===== src/rtl/spi_slave_ram_top.sv =====
// spi_slave_ram_top: SPI-style slave front end in the system clock domain
// driving a 256 x 8 single-port RAM. Command frames are 10 bits MSB-first
// on MOSI while SS_n is low; read data is returned MSB-first on MISO.

// ---------------------------------------------------------------------------
// Serial slave: frame capture, command dispatch and MISO shift-out.
// ---------------------------------------------------------------------------
module spi_slave_core #(
   parameter int ADDR_SIZE = 8
) (
   input  logic                 clk,
   input  logic                 rst_n,
   input  logic                 i_ss_n,
   input  logic                 i_mosi,
   output logic                 o_miso,
   output logic [ADDR_SIZE+1:0] o_rx_data,
   output logic                 o_rx_valid,
   input  logic [ADDR_SIZE-1:0] i_tx_data,
   input  logic                 i_tx_valid
);

   typedef enum logic [2:0] {
      ST_IDLE,
      ST_CHK_CMD,
      ST_WRITE,
      ST_READ_ADD,
      ST_READ_DATA
   } slave_state_e;

   localparam int FRAME_BITS = ADDR_SIZE + 2;
   localparam int CNT_W      = $clog2(FRAME_BITS + 1);

   // Bit counter values: frame is complete once the last bit is shifted in.
   localparam logic [CNT_W-1:0] FRAME_LEN = CNT_W'(FRAME_BITS);
   localparam logic [CNT_W-1:0] LAST_BIT  = CNT_W'(FRAME_BITS - 1);
   // Shift-out counter: 0 waiting for tx_valid, 1..ADDR_SIZE-1 shifting,
   // ADDR_SIZE last bit on the wire, ADDR_SIZE+1 burst finished.
   localparam logic [CNT_W-1:0] TX_LAST   = CNT_W'(ADDR_SIZE);
   localparam logic [CNT_W-1:0] TX_DONE   = CNT_W'(ADDR_SIZE + 1);

   slave_state_e          r_state;
   slave_state_e          w_next_state;
   logic [CNT_W-1:0]      r_bit_cnt;
   logic [CNT_W-1:0]      r_tx_cnt;
   logic [ADDR_SIZE+1:0]  r_rx_data;
   logic                  r_rx_valid;
   logic                  r_rd_addr_flag;
   logic                  r_miso;
   logic [ADDR_SIZE-1:0]  r_tx_shift;
   logic                  w_in_frame;

   assign w_in_frame = (r_state == ST_WRITE) || (r_state == ST_READ_ADD) ||
                       (r_state == ST_READ_DATA);

   // State register with synchronous reset.
   always_ff @(posedge clk) begin
      // NOTE: sequential state uses non-blocking assignments so every
      // register samples pre-edge values regardless of statement order.
      if (!rst_n) r_state <= ST_IDLE;
      else        r_state <= w_next_state;
   end

   // Next-state decode: SS_n high always returns to IDLE.
   always_comb begin
      // NOTE: default first so no path through the case leaves the output
      // unassigned, which would otherwise infer a latch.
      w_next_state = r_state;
      if (i_ss_n) begin
         w_next_state = ST_IDLE;
      end else begin
         case (r_state)
            ST_IDLE:    w_next_state = ST_CHK_CMD;
            ST_CHK_CMD: begin
               if (!i_mosi)             w_next_state = ST_WRITE;
               else if (r_rd_addr_flag) w_next_state = ST_READ_DATA;
               else                     w_next_state = ST_READ_ADD;
            end
            default:    w_next_state = r_state;
         endcase
      end
   end

   // Frame shift-in, rx_valid pulse, read-address flag and MISO shift-out.
   always_ff @(posedge clk) begin
      if (!rst_n) begin
         r_bit_cnt      <= '0;
         r_tx_cnt       <= '0;
         r_rx_data      <= '0;
         r_rx_valid     <= 1'b0;
         r_rd_addr_flag <= 1'b0;
         r_miso         <= 1'b0;
         r_tx_shift     <= '0;
      end else begin
         r_rx_valid <= 1'b0;
         if (i_ss_n) begin
            // Deselect abandons any partial frame or burst.
            r_bit_cnt <= '0;
            r_tx_cnt  <= '0;
            r_miso    <= 1'b0;
         end else begin
            if (w_in_frame && (r_bit_cnt < FRAME_LEN)) begin
               r_rx_data <= {r_rx_data[ADDR_SIZE:0], i_mosi};
               r_bit_cnt <= r_bit_cnt + 1'b1;
               if (r_bit_cnt == LAST_BIT) begin
                  r_rx_valid <= 1'b1;
                  if (r_state == ST_READ_ADD) r_rd_addr_flag <= 1'b1;
               end
            end
            if (r_state == ST_READ_DATA) begin
               if (r_tx_cnt == '0) begin
                  if (i_tx_valid) begin
                     r_miso     <= i_tx_data[ADDR_SIZE-1];
                     r_tx_shift <= {i_tx_data[ADDR_SIZE-2:0], 1'b0};
                     r_tx_cnt   <= 1'b1;
                  end
               end else if (r_tx_cnt < TX_LAST) begin
                  r_miso     <= r_tx_shift[ADDR_SIZE-1];
                  r_tx_shift <= {r_tx_shift[ADDR_SIZE-2:0], 1'b0};
                  r_tx_cnt   <= r_tx_cnt + 1'b1;
               end else if (r_tx_cnt == TX_LAST) begin
                  r_miso         <= 1'b0;
                  r_tx_cnt       <= TX_DONE;
                  r_rd_addr_flag <= 1'b0;
               end
            end
         end
      end
   end

   assign o_miso     = r_miso;
   assign o_rx_data  = r_rx_data;
   assign o_rx_valid = r_rx_valid;

endmodule

// ---------------------------------------------------------------------------
// Single-port RAM with command decode on din[top:top-1].
// ---------------------------------------------------------------------------
module spi_ram #(
   parameter int MEM_DEPTH = 256,
   parameter int ADDR_SIZE = 8
) (
   input  logic                 clk,
   input  logic                 rst_n,
   input  logic [ADDR_SIZE+1:0] i_din,
   input  logic                 i_rx_valid,
   output logic [ADDR_SIZE-1:0] o_dout,
   output logic                 o_tx_valid
);

   localparam logic [1:0] OP_WR_ADDR = 2'b00;
   localparam logic [1:0] OP_WR_DATA = 2'b01;
   localparam logic [1:0] OP_RD_ADDR = 2'b10;
   localparam logic [1:0] OP_RD_DATA = 2'b11;

   logic [ADDR_SIZE-1:0] mem [0:MEM_DEPTH-1];
   logic [ADDR_SIZE-1:0] r_wr_addr;
   logic [ADDR_SIZE-1:0] r_rd_addr;
   logic [ADDR_SIZE-1:0] r_dout;
   logic                 r_tx_valid;
   logic [1:0]           w_op;
   logic [ADDR_SIZE-1:0] w_payload;

   assign w_op      = i_din[ADDR_SIZE+1:ADDR_SIZE];
   assign w_payload = i_din[ADDR_SIZE-1:0];

   // Address registers, read data and the one-cycle tx_valid strobe.
   always_ff @(posedge clk) begin
      if (!rst_n) begin
         r_wr_addr  <= '0;
         r_rd_addr  <= '0;
         r_dout     <= '0;
         r_tx_valid <= 1'b0;
      end else begin
         r_tx_valid <= 1'b0;
         if (i_rx_valid) begin
            case (w_op)
               OP_WR_ADDR: r_wr_addr <= w_payload;
               OP_RD_ADDR: r_rd_addr <= w_payload;
               OP_RD_DATA: begin
                  r_dout     <= mem[r_rd_addr];
                  r_tx_valid <= 1'b1;
               end
               default:    ;
            endcase
         end
      end
   end

   // Array write port; reset only blocks the write, it never clears contents.
   always_ff @(posedge clk) begin
      // NOTE: the storage array has no reset branch, so it maps onto plain
      // RAM and keeps preloaded contents across rst_n.
      if (rst_n && i_rx_valid && (w_op == OP_WR_DATA))
         mem[r_wr_addr] <= w_payload;
   end

   assign o_dout     = r_dout;
   assign o_tx_valid = r_tx_valid;

endmodule

// ---------------------------------------------------------------------------
// Top level: slave front end plus the RAM instance named RAM.
// ---------------------------------------------------------------------------
module spi_slave_ram_top #(
   parameter int MEM_DEPTH = 256,
   parameter int ADDR_SIZE = 8
) (
   input  logic clk,
   input  logic rst_n,
   input  logic MOSI,
   output logic MISO,
   input  logic SS_n
);

   logic [ADDR_SIZE+1:0] w_rx_data;
   logic                 w_rx_valid;
   logic [ADDR_SIZE-1:0] w_dout;
   logic                 w_tx_valid;

   spi_slave_core #(
      .ADDR_SIZE (ADDR_SIZE)
   ) u_slave (
      .clk        (clk),
      .rst_n      (rst_n),
      .i_ss_n     (SS_n),
      .i_mosi     (MOSI),
      .o_miso     (MISO),
      .o_rx_data  (w_rx_data),
      .o_rx_valid (w_rx_valid),
      .i_tx_data  (w_dout),
      .i_tx_valid (w_tx_valid)
   );

   spi_ram #(
      .MEM_DEPTH (MEM_DEPTH),
      .ADDR_SIZE (ADDR_SIZE)
   ) RAM (
      .clk        (clk),
      .rst_n      (rst_n),
      .i_din      (w_rx_data),
      .i_rx_valid (w_rx_valid),
      .o_dout     (w_dout),
      .o_tx_valid (w_tx_valid)
   );

endmodule


===== config.mk =====
export PLATFORM = sky130hd
export DESIGN_NAME = spi_slave_ram_top
export DESIGN_NICKNAME = d
export VERILOG_FILES = /design/src/rtl/spi_slave_ram_top.sv
export SDC_FILE = /design/constraint.sdc
export NUM_CORES = 2
export LEC_CHECK = 0
export CAP_MARGIN = 25
export CORE_ASPECT_RATIO = 0.6
export CORE_MARGIN = 2
export CORE_UTILIZATION = 63
export CTS_CLUSTER_DIAMETER = 80
export DETAILED_ROUTE_END_ITERATION = 8
export MAX_ROUTING_LAYER = met4
export PLACE_DENSITY = 0.79
export SKIP_LAST_GASP = 1
export SLEW_MARGIN = 0
export SYNTH_ARGS = -nofsm -noshare
export SYNTH_HDL_FRONTEND = slang
export SYNTH_SLANG_ARGS = --single-unit

===== constraint.sdc =====
create_clock -name clk -period 4.7 [get_ports clk]
set_input_delay 0.94 -clock clk [delete_from_list [all_inputs] [get_ports clk]]
set_output_delay 0.94 -clock clk [all_outputs]
set_load 0.01 [all_outputs]

==> impl_metrics.toml <==
[power]
peakVddDrop_v = 0.000354
leakage_nw = 27.1
power_density_nw_per_um2 = 384

[setup_path]
cp.arrival_ns = 4.60
worst_setup_path_end_kind = "flop"
r2r_setup_slack_ns = 0.86
r2r_cells = 7
timing.rr.end = "RAM.o_dout[3]$_SDFFE_PN0P_"
cp-start-kind = "flop"
required_ns = 5.46
crit_fanout = 76
worstSetupPathType = "reg2reg"
r2r_start = "RAM.r_rd_addr[1]$_SDFFE_PN0P_"

[clock_network]
cts_max_level = 4
post_cts_resized = 0
cts_buffer_depth = 3
clockRootBuffer = "clkbuf_16"
cts_setup_buffers = 0
cts_made_buffers = 172
cts_sinks = 2104
cts_tree = "built"
clock_latency_ns = 0.81
postCtsHoldBufs = 0
cts.clk_slew.worst_paths_ns = 0.07

[floorplanning]
core_um2 = 129000
ios = 5
rows = 102
die-height_um = 283
initial_utilization_pct = 63.6
die_x_um = 470
dieArea_um2 = 133000

[run]
cap_violations = 0

[drt]
vias_per_cell = 7.21
wl_um = 216000
postRouteAntennaNets = 0
drt_iter0_drc = 8133
drc = 0
route.vias.total = 43959
wl_per_cell_um = 35.4
firstDrtPassIters = 7

[global_routing]
track_usage_pct = 33.6
gr-total-overflow = 0
antenna_found_initial = 5
grt_max_degree = 161
grt_pass1_wl_um = 309000
grt_pass1_vias = 41841

[logic_synthesis]
synth-edff-count = 2048
synth_nets = 4094
syn_inst = 4086
yosysMostFrequentCell = "edfxtp_1"
ys.flop_type = "edfxtp_1"
async_flop_share_pct = 0
ys_seq_area_share_pct = 76.4
yosysTopAreaCell = "edfxtp_1"
synthTopCellsByCount = "2048 x edfxtp_1, 373 x mux4_2, 337 x nor2_1"
synthesis.area_um2 = 82000
ys_warn_count = 0
synth_top_area_share_pct = 75.0
ys_ff_latch = 2104
syn_area_per_cell_um2 = 20.1
synth.distinct_cells = 67
synth.area.top_cells = "edfxtp_1 75%, mux4_2 10%, mux2i_1 3.7%"

[worst_hold_path]
whs_endpoint = "RAM.o_dout[1]$_SDFFE_PN0P_"
hold_path.class = "reg2reg"
hold_path.startpoint = "RAM.o_dout[1]$_SDFFE_PN0P_"
holdPathStages = 2

[timing]
finalHoldViolCount = 0
clock-skew-final_ns = 0.0247
fmax_ghz = 0.260
rsz0062_at_grt = "no"
setup_violations = 0
fin_setup_tns_ns = 0
min_period_ns = 3.84
drv_slew = 0
period_share_pct = 81.8
worst_pin_slew_ns = 1.18
slew_headroom_pct = 21.3

[run_status]
outcome = "finished clean"

[placed_design]
gp_routability_congestion = 0.981
dp_hpwl_um = 132000
io_buffers = 4
placed_area_um2 = 84500

[final_layout]
nets = 4244
fin_area_um2 = 90000
drive_above_1_share_pct = 19.5
syn_to_final_growth_pct = 9.71
[placed cells by master (no fill, tap or decap), drive strengths merged, types with 6 or more instances in the layout]
cell,synthesis,final
a2111oi,9,9
a211oi,47,47
a21oi,50,50
a22oi,70,70
a311oi,13,13
a31oi,12,12
and2,12,12
buf,148,210
bufinv,0,12
clkbuf,91,214
clkinv,2,78
dfxtp,56,56
diode,0,6
edfxtp,2048,2048
inv,7,14
mux2i,303,303
mux4,393,393
nand2,105,105
nand2b,7,7
nand3,37,37
nand3b,6,6
nand4,14,14
nor2,337,337
nor2b,13,13
nor3,35,35
o211ai,6,6
o21ai,43,43
o221ai,52,52
o22ai,107,107
or3,6,6
[layer usage]
metal / GRT usage, % / vias to the layer above / share of wire, %
met5: - / - / 0
met4: 9.36 / 0 / 2.9
met3: 14.2 / 440 / 19
met2: 41.9 / 4161 / 40
met1: 50.8 / 22203 / 38
li1: - / 17155 / -
[worst max-delay path, cell delays in order (launching register included)]
cell and delay [ns]:
dfxtp_4 0.69, buf_12 0.44, mux4_2 0.38, mux2i_1 0.12, o21ai_0 0.62, o2111ai_1 0.58
nor3_1 0.65, a211o_1 0.18
[area by class of cell]
cell class / count / area, um2
sequential: 2104 / 62700
fill: 7393 / 39100
multi-input combinational: 1734 / 17700
clock buffer: 214 / 4610
tap: 1716 / 2150
timing repair buffer: 215 / 2040
clock inverter: 97 / 796
inverter: 9 / 36.3
antenna: 6 / 15.0
[sequential cells by signal (all words and copies together), names as in the netlist]
signal	count
u_slave.r_state	3
u_slave.r_tx_shift	7
u_slave.o_rx_valid	1
RAM.r_rd_addr	8
RAM.mem	2048
u_slave.o_rx_data	10
RAM.r_wr_addr	8
u_slave.r_rd_addr_flag	1
RAM.o_dout	8
u_slave.o_miso	1
u_slave.r_tx_cnt	4
u_slave.r_bit_cnt	4
RAM.o_tx_valid	1
[logic make-up (layout without fill, tap and decap cells)]
kind of cell               count (synthesis)  in the layout  share of synthesized area, %
other                                      0              6                             0
buffers and inverters                    248            535                          2.14
and+or+nand+nor                          595            595                          3.13
AOI/OAI and AO/OA                        434            434                          3.67
muxes                                    699            699                          14.6
DFF                                     2104           2104                          76.4
adders and majority gates                  4              4                        0.0610
xor gates and xnor gates                   2              2                        0.0214
[report_power, final]
part | total [mW] | internal [mW] | switching (mW) | leakage [nW]
logic | 0.0318 | 0.00799 | 0.0238 | 4.89
registers | 20.2 | 20.2 | 0.00498 | 19.5
clock network | 14.3 | 7.63 | 6.67 | 2.67
[per-stage QoR]
stage               setup WS [ns]  utilization, %  hold WS, ns  power, mW  std cells
global route                0.897            69.7        0.497       35.2       6095
detailed placement          0.666            65.5        0.459       20.7       5776
CTS                          1.17            69.7        0.474       34.5       6087
global placement            0.752            65.5        0.449       20.7       5773
floorplan                   0.393               -        0.435       20.7       4086
finish                      0.856            69.7        0.476       34.6       6095
[worst max-delay path by stage]
stage / depth (start not counted) / start / end / slack (ns)
2_1_floorplan: 0 / u_slave.o_rx_data[0]$_SDFFE_PN0P_ / RAM.mem[0][0]$_DFFE_PP_ / 0.39
3_3_place_gp: 7 / rst_n / RAM.mem[5][2]$_DFFE_PP_ / 0.75
3_5_place_dp: 7 / rst_n / RAM.mem[5][1]$_DFFE_PP_ / 0.67
4_1_cts: 8 / RAM.r_rd_addr[0]$_SDFFE_PN0P_ / RAM.o_dout[7]$_SDFFE_PN0P_ / 1.17
5_1_grt: 9 / RAM.r_rd_addr[1]$_SDFFE_PN0P_ / RAM.o_dout[1]$_SDFFE_PN0P_ / 0.90
6_report: 7 / RAM.r_rd_addr[1]$_SDFFE_PN0P_ / RAM.o_dout[3]$_SDFFE_PN0P_ / 0.86
Note: power is estimated with default switching activity, not from simulation.
